===== src/rtl/lane_engine_pkg.sv =====
// Shared types and default geometry for the lane engine.
package lane_engine_pkg;

  typedef enum logic {
    LANE_IDLE = 1'b0,
    LANE_FALL = 1'b1
  } lane_state_e;

  localparam int unsigned DEF_NUM_LANES = 4;
  localparam int unsigned DEF_Y_W       = 10;
  localparam int unsigned DEF_SPEED     = 5;
  localparam int unsigned DEF_SPAWN_Y   = 50;
  localparam int unsigned DEF_BLK_H     = 50;
  localparam int unsigned DEF_HIT_LO    = 600;
  localparam int unsigned DEF_HIT_HI    = 650;
  localparam int unsigned DEF_BOTTOM    = 720;

  localparam int unsigned SCORE_W = 16;
  localparam int unsigned COMBO_W = 8;

endpackage


===== src/rtl/lane_engine_lane_ctrl.sv =====
// One note lane: button edge detect, IDLE/FALL state machine and block position.
// LANE_ENGINE_GHOST_PENALTY_EN enables reporting of ghost presses to the top.
module lane_ctrl
  import lane_engine_pkg::*;
#(
  parameter int unsigned Y_W     = DEF_Y_W,
  parameter int unsigned SPEED   = DEF_SPEED,
  parameter int unsigned SPAWN_Y = DEF_SPAWN_Y,
  parameter int unsigned BLK_H   = DEF_BLK_H,
  parameter int unsigned HIT_LO  = DEF_HIT_LO,
  parameter int unsigned HIT_HI  = DEF_HIT_HI,
  parameter int unsigned BOTTOM  = DEF_BOTTOM
) (
  input  logic           i_clk,
  input  logic           i_reset,
  input  logic           i_tick,
  input  logic           i_spawn,
  input  logic           i_userin,
  output logic [Y_W-1:0] o_top,
  output logic [Y_W-1:0] o_bot,
  output logic           o_active,
  output logic           o_hit,
  output logic           o_miss,
  output logic           o_hit_nxt,
  output logic           o_miss_nxt,
  output logic           o_ghost
);

  localparam logic [Y_W-1:0] L_TOP0   = Y_W'(SPAWN_Y);
  localparam logic [Y_W-1:0] L_BOT0   = Y_W'(SPAWN_Y + BLK_H);
  localparam logic [Y_W-1:0] L_SPEED  = Y_W'(SPEED);
  localparam logic [Y_W-1:0] L_HIT_LO = Y_W'(HIT_LO);
  localparam logic [Y_W-1:0] L_HIT_HI = Y_W'(HIT_HI);
  localparam logic [Y_W-1:0] L_BOTTOM = Y_W'(BOTTOM);

  lane_state_e    r_state, w_state_nxt;
  logic           r_prev;
  logic [Y_W-1:0] r_top, r_bot, w_top_nxt, w_bot_nxt;
  logic           r_hit, r_miss;
  logic           w_press, w_in_win, w_hit_nxt, w_miss_nxt;

  assign w_press  = i_userin & ~r_prev;
  assign w_in_win = (r_bot >= L_HIT_LO) && (r_bot < L_HIT_HI);

  // A hit wins over a same-cycle tick, so a miss is only possible without a hit.
  always_comb begin
    w_state_nxt = r_state;
    w_top_nxt   = r_top;
    w_bot_nxt   = r_bot;
    w_hit_nxt   = 1'b0;
    w_miss_nxt  = 1'b0;
    case (r_state)
      LANE_IDLE: begin
        if (i_spawn) w_state_nxt = LANE_FALL;
      end
      LANE_FALL: begin
        if (w_press && w_in_win) begin
          w_hit_nxt   = 1'b1;
          w_state_nxt = LANE_IDLE;
          w_top_nxt   = L_TOP0;
          w_bot_nxt   = L_BOT0;
        end else if (i_tick) begin
          if (r_bot >= L_BOTTOM) begin
            w_miss_nxt  = 1'b1;
            w_state_nxt = LANE_IDLE;
            w_top_nxt   = L_TOP0;
            w_bot_nxt   = L_BOT0;
          end else begin
            w_top_nxt = r_top + L_SPEED;
            w_bot_nxt = r_bot + L_SPEED;
          end
        end
      end
      default: w_state_nxt = LANE_IDLE;
    endcase
  end

  always_ff @(posedge i_clk) begin
    r_prev <= i_userin;
    if (i_reset) begin
      r_state <= LANE_IDLE;
      r_top   <= L_TOP0;
      r_bot   <= L_BOT0;
      r_hit   <= 1'b0;
      r_miss  <= 1'b0;
    end else begin
      r_state <= w_state_nxt;
      r_top   <= w_top_nxt;
      r_bot   <= w_bot_nxt;
      r_hit   <= w_hit_nxt;
      r_miss  <= w_miss_nxt;
    end
  end

`ifdef LANE_ENGINE_GHOST_PENALTY_EN
  assign o_ghost = w_press & ~((r_state == LANE_FALL) & w_in_win);
`else
  assign o_ghost = 1'b0;
`endif

  assign o_top      = r_top;
  assign o_bot      = r_bot;
  assign o_active   = (r_state == LANE_FALL);
  assign o_hit      = r_hit;
  assign o_miss     = r_miss;
  assign o_hit_nxt  = w_hit_nxt;
  assign o_miss_nxt = w_miss_nxt;

endmodule


===== src/rtl/lane_engine.sv =====
// Rhythm-game lane engine: NUM_LANES falling-note lanes plus score/combo accounting.
// Define LANE_ENGINE_GHOST_PENALTY_EN to make ghost presses clear the combo.
module lane_engine
  import lane_engine_pkg::*;
#(
  parameter int unsigned NUM_LANES = DEF_NUM_LANES,
  parameter int unsigned Y_W       = DEF_Y_W,
  parameter int unsigned SPEED     = DEF_SPEED,
  parameter int unsigned SPAWN_Y   = DEF_SPAWN_Y,
  parameter int unsigned BLK_H     = DEF_BLK_H,
  parameter int unsigned HIT_LO    = DEF_HIT_LO,
  parameter int unsigned HIT_HI    = DEF_HIT_HI,
  parameter int unsigned BOTTOM    = DEF_BOTTOM
) (
  input  logic                     clk_blk,
  input  logic                     reset,
  input  logic                     tick,
  input  logic [NUM_LANES-1:0]     spawn,
  input  logic [NUM_LANES-1:0]     userin,
  output logic [NUM_LANES*Y_W-1:0] blk_top,
  output logic [NUM_LANES*Y_W-1:0] blk_bot,
  output logic [NUM_LANES-1:0]     blk_active,
  output logic [NUM_LANES-1:0]     hit,
  output logic [NUM_LANES-1:0]     miss,
  output logic [SCORE_W-1:0]       score,
  output logic [COMBO_W-1:0]       combo
);

  logic [NUM_LANES-1:0] w_hit_nxt, w_miss_nxt, w_ghost;
  logic [3:0]           w_nhit;
  logic [SCORE_W:0]     w_score_sum;
  logic [COMBO_W:0]     w_combo_sum;
  logic [SCORE_W-1:0]   r_score, w_score_nxt;
  logic [COMBO_W-1:0]   r_combo, w_combo_nxt;

  for (genvar g = 0; g < NUM_LANES; g++) begin : g_lane
    lane_ctrl #(
      .Y_W    (Y_W),
      .SPEED  (SPEED),
      .SPAWN_Y(SPAWN_Y),
      .BLK_H  (BLK_H),
      .HIT_LO (HIT_LO),
      .HIT_HI (HIT_HI),
      .BOTTOM (BOTTOM)
    ) u_lane (
      .i_clk     (clk_blk),
      .i_reset   (reset),
      .i_tick    (tick),
      .i_spawn   (spawn[g]),
      .i_userin  (userin[g]),
      .o_top     (blk_top[g*Y_W +: Y_W]),
      .o_bot     (blk_bot[g*Y_W +: Y_W]),
      .o_active  (blk_active[g]),
      .o_hit     (hit[g]),
      .o_miss    (miss[g]),
      .o_hit_nxt (w_hit_nxt[g]),
      .o_miss_nxt(w_miss_nxt[g]),
      .o_ghost   (w_ghost[g])
    );
  end

  // Accounting uses the lanes' next-state judgements so score/combo land on the same edge as hit/miss.
  always_comb begin
    w_nhit = '0;
    for (int unsigned i = 0; i < NUM_LANES; i++) w_nhit = w_nhit + 4'(w_hit_nxt[i]);

    w_score_sum = {1'b0, r_score} + {{(SCORE_W-3){1'b0}}, w_nhit};
    w_score_nxt = w_score_sum[SCORE_W] ? '1 : w_score_sum[SCORE_W-1:0];

    w_combo_sum = {1'b0, r_combo} + {{(COMBO_W-3){1'b0}}, w_nhit};
    if (|w_miss_nxt || |w_ghost) w_combo_nxt = '0;
    else if (w_combo_sum[COMBO_W]) w_combo_nxt = '1;
    else w_combo_nxt = w_combo_sum[COMBO_W-1:0];
  end

  always_ff @(posedge clk_blk) begin
    if (reset) begin
      r_score <= '0;
      r_combo <= '0;
    end else begin
      r_score <= w_score_nxt;
      r_combo <= w_combo_nxt;
    end
  end

  assign score = r_score;
  assign combo = r_combo;

endmodule


===== config.mk =====
export PLATFORM = sky130hd
export DESIGN_NAME = lane_engine
export DESIGN_NICKNAME = d
export VERILOG_FILES = /design/src/rtl/lane_engine_pkg.sv /design/src/rtl/lane_engine_lane_ctrl.sv /design/src/rtl/lane_engine.sv
export SDC_FILE = /design/constraint.sdc
export NUM_CORES = 1
export LEC_CHECK = 0
export CAP_MARGIN = 25
export CORE_MARGIN = 3
export CORE_UTILIZATION = 45
export DETAILED_ROUTE_END_ITERATION = 8
export MAX_ROUTING_LAYER = met4
export PLACE_DENSITY = 0.75
export SLEW_MARGIN = 20
export SYNTH_ARGS = -nofsm -noshare
export SYNTH_HDL_FRONTEND = slang
export SYNTH_HIERARCHICAL = 1
export SYNTH_SLANG_ARGS = --single-unit

===== constraint.sdc =====
create_clock -name clk_blk -period 4.95 [get_ports clk_blk]
set_clock_uncertainty 0.2 [all_clocks]
set_input_delay 1.2375 -clock clk_blk [delete_from_list [all_inputs] [get_ports clk_blk]]
set_output_delay 1.2375 -clock clk_blk [all_outputs]
set_load 0.01 [all_outputs]

# Yosys cells after proc, flatten, opt, wreduce, memory -nomap -nowiden
# Cells that the tools add are included.
[totals]
output_inout_bits = 116
reg_bits = 120
[op_classes]
muxes = 70
magnitude_cmp = 12
bitwise = 12
n_reduce_logical = 17
add_sub_neg = 13
[op_table]
columns = ["operator", "n"]
rows = [
  ["$mux W10", 24],
  ["$add A10 B3 Y10 const B", 8],
  ["$ge A10 B10 Y1 const B", 8],
  ["$lt A10 B10 Y1 const B", 4],
  ["$mux W1", 40],
  ["$add A16 B4 Y17", 1],
  ["$mux W16", 1],
  ["$add A8 B4 Y9", 1],
  ["$logic_and A1 B1 Y1", 8],
  ["$mux W8", 1],
  ["$not A1 Y1", 8],
  ["$pmux W1 S2", 4],
  ["$reduce_and A2 Y1", 4],
  ["$reduce_bool A2 Y1", 4],
  ["$reduce_or A5 Y1", 1],
  ["$add A3 B1 Y4", 1],
  ["$and A1 B1 Y1", 4],
  ["$add A2 B1 Y3", 1],
  ["$add A1 B1 Y2", 1],
]

# Longest topological paths before layout
[logic_depth]
ltp_word = 10
mapped_depth = 14
depth_no_buf = 13

# Cells and area by module
# Netlist, hierarchy kept.
[by_module_without_submodules]
columns = ["mod", "instances", "area_each_um2", "cells_each", "seq_area_each_um2"]
rows = [
  ["lane_ctrl (g_lane[0].u_lane ...)", 3, 1255.0, 150, 480.5],
  ["lane_engine", 1, 1302.5, 145, 480.5],
  ["lane_ctrl (g_lane[3].u_lane)", 1, 1231.2, 149, 480.5],
]

# Worst setup path before layout
# Ideal clock, no wire load.
[synth_path]
path_kind = "in2reg"
from = "input userin[3]"
to = "register r_score[10], in the netlist score[10]"
path_stages = 13
path_slack_ps = 62
t_arrival_ps = 4618
t_required_ps = 4680
path_buffers = 2
path_cell_list = "nor4bb_1 clkbuf_1 and3_1 fa_1 ha_1 ha_1 inv_1 fa_1 o31ai_4 nand2_2 or4_4 buf_6 a21oi_1"
[synth_between]
elab_chain_len = 7
[synth_rtl]
columns = ["element", "line_no", "text"]
rows = [
  ["from (decl)", "lane_engine.sv:19", "input logic [NUM_LANES-1:0] userin,"],
  ["$and A1 B1 Y1", "lane_engine_lane_ctrl.sv:42", "assign w_press = i_userin & ~r_prev;"],
  ["$logic_and A1 B1 Y1", "lane_engine_lane_ctrl.sv:57", "if (w_press && w_in_win) begin"],
  ["$mux W1", "lane_engine_lane_ctrl.sv:57", ""],
  ["$mux W1", "lane_engine_lane_ctrl.sv:52", "case (r_state)"],
  ["net w_hit_nxt[3]", "lane_engine.sv:29", "logic [NUM_LANES-1:0] w_hit_nxt, w_miss_nxt, w_ghost;"],
  ["$add A3 B1 Y4", "lane_engine.sv:65", "for (int unsigned i = 0; i < NUM_LANES; i++) w_nhit = w_nhit + 4'(w_hit_nxt[i]);"],
  ["$add A16 B4 Y17", "lane_engine.sv:67", "w_score_sum = {1'b0, r_score} + {{(SCORE_W-3){1'b0}}, w_nhit};"],
  ["$mux W16", "lane_engine.sv:68", "w_score_nxt = w_score_sum[SCORE_W] ? '1 : w_score_sum[SCORE_W-1:0];"],
  ["to (signal assigned)", "lane_engine.sv:81", "r_score <= w_score_nxt;"],
  ["to (decl)", "lane_engine.sv:33", "logic [SCORE_W-1:0] r_score, w_score_nxt;"],
]
# The timed path passes the listed nets, and every way through them passes these cells.
# A chain may end at the register's enable or synchronous reset.

# Worst setup path after layout
[layout_path]
from = "input userin[3]"
to = "register r_score[0], in the netlist score[0]"
# The elaborated chain is that of the path after synthesis.

==> flow_metrics.tcl <==
set metrics [dict create \
    synthCells 744 \
    syn_area_per_cell_um2 8.466 \
    initial_core_util 0.4682 \
    fillers 1177 \
    place_hpwl_um 10850 \
    cp-start-kind "input port" \
    cts_tree "done" \
    power_density_mw_per_mm2 361.6 \
    hold_path_depth 2 \
    synth-async-reset-ratio 0 \
    grt_pass1_vias 5147 \
    cp-end-kind "register" \
    num_rows 42 \
    io_buffers 126 \
    wirelength_um 15670 \
    cts_max_level 4 \
    slew_viol_final 0 \
    required_ns 5.08 \
    cts_inserted_buffers 17 \
    slew_headroom 0.3298 \
    p_leak_nw 3.125 \
    synth_area_leaders "dfxtp_1, a21oi_1, nand2_1" \
    clock_latency_ns 0.41 \
    postCtsHoldBufs 0 \
    rsz0062_at_grt "false" \
    drc 0 \
    period_minus_slack_ns 4.794 \
    place.gp.congestion 0.8273 \
    fmax_ghz 0.2086 \
    r2r-start "g_lane[3].u_lane/o_bot[7]" \
    die_h_um 124.3 \
    die_area_mm2 0.01545 \
    finalSetupViolations 0 \
    syn_nets 777 \
    power_w 0.003054 \
    ant_nets 0 \
    yosysWarnings 6 \
    fin_util 0.6278 \
    wl_per_cell_um 14.65 \
    reg2regPathDepth 12 \
    outcome "finished clean" \
    cp_max_fo 7 \
    grt_overflow_total 0 \
    r2r_setup_slack_ns 0.66 \
    grt.total_usage 0.2021 \
    fin_tns_setup_ns 0 \
    ys_seq_elements 120 \
    clkTransAtPathRegs_ns 0.05 \
    syn_to_final_growth_pct 34.09 \
    crit_arrival_ns 4.93 \
    cp-startpoint "userin[3]" \
    ir_worst_vdd_mv 0.2830 \
    vias 5939 \
    synthFlopType "dfxtp_1" \
    clockRootBuffer "clkbuf_16" \
    synth_area_mm2 0.006299 \
    fin_crit_sh 0.9684 \
    yosys.cell_count.top_type "dfxtp_1" \
    cp-endpoint "score[0]" \
    hp-class "register to register" \
    pin_count 127 \
    hold_viol_final 0 \
    clk_path_buf_depth 2 \
    drt_iter0_drc 395 \
    synth_commonest_cells "dfxtp_1, a21oi_1, nand2_1" \
    synth_top_area_share 0.3814 \
    final_layout_size_suffix_gt1_frac 0.09620 \
    dr.pass1.iters 4 \
    viasPerCell 5.550 \
    grt_pass1_wl_um 25630 \
    worstMarginPinSlew_ns 1.004 \
    antenna_cells 0 \
    cts_sinks 120 \
    synth_largest_area_cell "dfxtp_1" \
    synth_edf_count 0 \
    ys_seq_area_frac 0.3814 \
    grt_max_degree 46 \
    hold_start "g_lane[0].u_lane/o_top[9]" \
    yosysUniqueCellTypes 64 \
    maxCapViolations 0 \
    core-area_mm2 0.01345 \
    grt_antenna_before_repair 0 \
    regToRegEndpoint "score[0]" \
    fp.dieW_um 124.3 \
    nets 914 \
    fin_hold_ws_ns 0.2759 \
    crit_type "input port to register" \
]
==> worst min path at each step <==
stage                           endpoint  slack, ns
6_report       g_lane[0].u_lane/o_top[9]       0.28
2_1_floorplan  g_lane[0].u_lane/o_top[8]       0.29
4_1_cts        g_lane[0].u_lane/o_top[9]       0.28
3_5_place_dp   g_lane[0].u_lane/o_top[9]       0.27
5_1_grt        g_lane[1].u_lane/o_top[9]       0.32
3_3_place_gp   g_lane[3].u_lane/o_top[9]       0.26
==> layer usage <==
metal | global-route usage | share of wire | vias up
met4 | 0.06963 | 0.017 | 0
li1 | - | - | 2993
met5 | - | 0 | -
met2 | 0.2929 | 0.44 | 144
met1 | 0.2804 | 0.50 | 2782
met3 | 0.04245 | 0.043 | 20
==> where the power goes <==
group,switching (W),internal [W]
clock,0.000424,0.000906
combinational,0.000260,0.000275
sequential,0.000130,0.00106
==> kinds of logic after synthesis <==
logic type	synth area share
and+or+nand+nor	0.2185
muxes	0.003179
xor gates and xnor gates	0.02225
AOI/OAI and AO/OA	0.2789
DFF	0.3814
other	0.002383
buffers and inverters	0.04609
adders and majority gates	0.04728
==> registers in the layout, indices dropped and copies added (netlist names) <==
signal                  count
g_lane.u_lane/o_active      4
g_lane.u_lane/o_hit         4
g_lane.u_lane/r_prev        4
g_lane.u_lane/o_miss        4
combo                       8
g_lane.u_lane/o_top        40
score                      16
g_lane.u_lane/o_bot        40
==> worst max-delay path, stage by stage <==
cell	delay, ns
clkdlybuf4s50_1	0.48
nor4bb_4	0.32
and3_4	0.23
fa_1	0.42
ha_1	0.23
ha_1	0.30
inv_1	0.07
fa_1	0.48
o31ai_4	0.29
nand2_2	0.10
or4_4	0.59
a21oi_1	0.18
==> final cells by class <==
| class | count | area, µm² | area share |
|---|---|---|---|
| inverters | 34 | 127.6 | 0.01511 |
| clock inverters | 8 | 140.1 | 0.01659 |
| clock buffers | 24 | 501.7 | 0.05941 |
| repair buffers | 147 | 1414 | 0.1674 |
| well taps | 176 | 220.2 | 0.02607 |
| multi-input cells | 561 | 3640 | 0.4310 |
| flip-flops and latches | 120 | 2402 | 0.2844 |
==> cell usage in the layout (no fill, tap or decap), drive strengths merged, types with 19 or more instances in the layout <==
cell	count
clkdlybuf4s50	125
dfxtp	120
nand2	78
a21oi	77
nor2	58
o21ai	37
inv	34
nand3	30
a31oi	30
nor3	26
clkbuf	24
buf	22
ha	19
==> what timing repair did <==
item                                    4_1_cts  5_1_grt
buffers inserted                              0        0
cloned                                        0        1
endpoints found under the setup margin        1       13
pin swaps                                     0        1
resized for setup                             1        4
==> through the flow <==
| step | setup slack, ns | std cells | cell area (µm²) |
|---|---|---|---|
| after detailed placement | -0.4017 | 1037 | 7770 |
| after CTS | 0.07816 | 1069 | 8418 |
| after global routing | 0.002685 | 1070 | 8446 |
| after floorplan | 0.06166 | 744 | 6299 |
| final | 0.1565 | 1070 | 8446 |
| after global placement | -0.3325 | 1037 | 7770 |
(Power assumes the default switching activity.)
==> edit, RTL diff (config.mk and constraints unchanged) <==
Change the package constant `DEF_Y_W` from 10 to 20.
--- a/src/rtl/lane_engine_pkg.sv
+++ b/src/rtl/lane_engine_pkg.sv
@@ -8,5 +8,5 @@
 
   localparam int unsigned DEF_NUM_LANES = 4;
-  localparam int unsigned DEF_Y_W       = 10;
+  localparam int unsigned DEF_Y_W       = 20;
   localparam int unsigned DEF_SPEED     = 5;
   localparam int unsigned DEF_SPAWN_Y   = 50;
Interface: changed (resized blk_bot and blk_top); port bits go from 127 to 207. The function was not compared with the original's and may differ.
==> edit against the original RTL <==
Sequential cell count rose by 80. Total power rose by 11%. First-iteration DRC count rose by 59%. Sequential share of layout area rose by 1.9 points. Setup slack got worse by 5.6 ps. Hold slack improved by 17 ps. Area after synthesis rose by 61%. Cell count rose by 57%. Routed wire length rose by 90%. Final area rose by 56%. Utilization fell by 2.8 points. Critical path type unchanged.
==> edit: results (changes against the original RTL) <==
metric,value,unit,change
status,completed,,
Final nets,1417,,+55%
Slew HR,34.9,%,+1.9 points
register area share after synthesis,39.4,%,+1.2 points
sw frac,25.3,%,-1.4 points
Clock Pin Slew Worst Setup and Hold Paths,80,ps,+30 ps
antenna violations before repair,0,,unchanged
clk cell area share,4.74,%,-2.9 points
Multi-Input Combinational,873,,+56%
DPL Wire Length,21100,microns,+94%
Non-clock buffer share,17.9,%,+1.2 points
Clock group,0.00150,W,+13%
Inverters excl. clock,45,,+32%
final wirelength,29800,microns,+90%
seq pwr,0.00166,W,+39%
seq_cells,200,,+67%
via count,10100,,+70%
initial drt markers,627,,+59%
reg2reg setup slack,750,ps,+90 ps
multi-input gate share of total cell area,43.1,%,about the same
first-pass GRT wire length,47600,microns,+86%
Port-buffer cells,206,,+63%
Min-Delay Path Depth,1,,-1
Reg area,0.00400,sq mm,+67%
"top cells by count, synth","dfxtp_1, a21oi_1, nor2_1",,
syn nets,1214,,+56%
largest net degree at the start of global routing,36,,-22%
Non-clk bufs,247,,+68%
Leak,4.71,nW,+51%
Arrival @ worst endpoint,4950,ps,+20 ps
VDD IR max,0.215,mV,-24%
Placer Congestion,0.935,,+13%
First-pass DRT Iterations,5,,+1
clkbuf count,18,,-25%
share of layout cells above drive strength 1,8.45,%,-1.2 points
"top cells by area, synth","dfxtp_1, a21oi_1, nand3_1, o21ai_0, or4_1",,
Post-CTS Resized,0,,-1
-- edit: changes by cell type after synthesis, sizes merged, moves of 27 or more --
cell,before,now
a21oi,77,113
or4,2,42
o21ai,37,71
or3,4,32
and2,2,29
dfxtp,120,200
nand3,30,69
and3,9,36
nand2,78,49
o31ai,1,37
-- edit: logic make-up (layout without fill, tap and decap cells) --
group                    after synthesis  after routing  synth area share (%)
flip-flops                           200            200                  39.4
other                                  4              4                 0.148
adder cells (fa/ha/maj)               22             22                  2.93
multiplexers                           2              2                 0.197
AND/OR/NAND/NOR                      465            466                  27.3
buffers and inverters                109            324                  4.83
XOR/XNOR                              24             24                  2.07
AO/OA/AOI/OAI                        355            355                  23.2
-- edit: through the flow --
stage	area [sq um]	worst slack (ps)	std cells	utilization [%]	setup TNS, ps
after global routing	13200	19.3	1677	60.0	0
after global placement	12600	-284	1644	57.0	-4010
after detailed placement	12600	-363	1644	57.1	-5720
final	13200	151	1677	60.0	0
after floorplan	10200	23.2	1181	-	0
after CTS	13200	67.3	1676	59.9	0
-- edit: final timing paths --
check | start | to
setup / recovery | userin[3] | score[6]$_SDFF_PP0_
hold / removal | g_lane[0].u_lane/o_bot[18]$_SDFFE_PP0P_ | g_lane[0].u_lane/o_bot[18]$_SDFFE_PP0P_
setup reg to reg | g_lane[3].u_lane/o_bot[7]$_SDFFE_PP0P_ | score[6]$_SDFF_PP0_
hold reg to reg | g_lane[0].u_lane/o_bot[18]$_SDFFE_PP0P_ | g_lane[0].u_lane/o_bot[18]$_SDFFE_PP0P_
-- edit: layer usage --
layer / routed length, microns / part of all wire [%] / global-route usage [%]
met5: 0 / 0 / -
met4: 647 / 2.2 / 8.17
met3: 1720 / 5.8 / 3.40
met2: 13900 / 47 / 37.2
met1: 13500 / 45 / 32.6
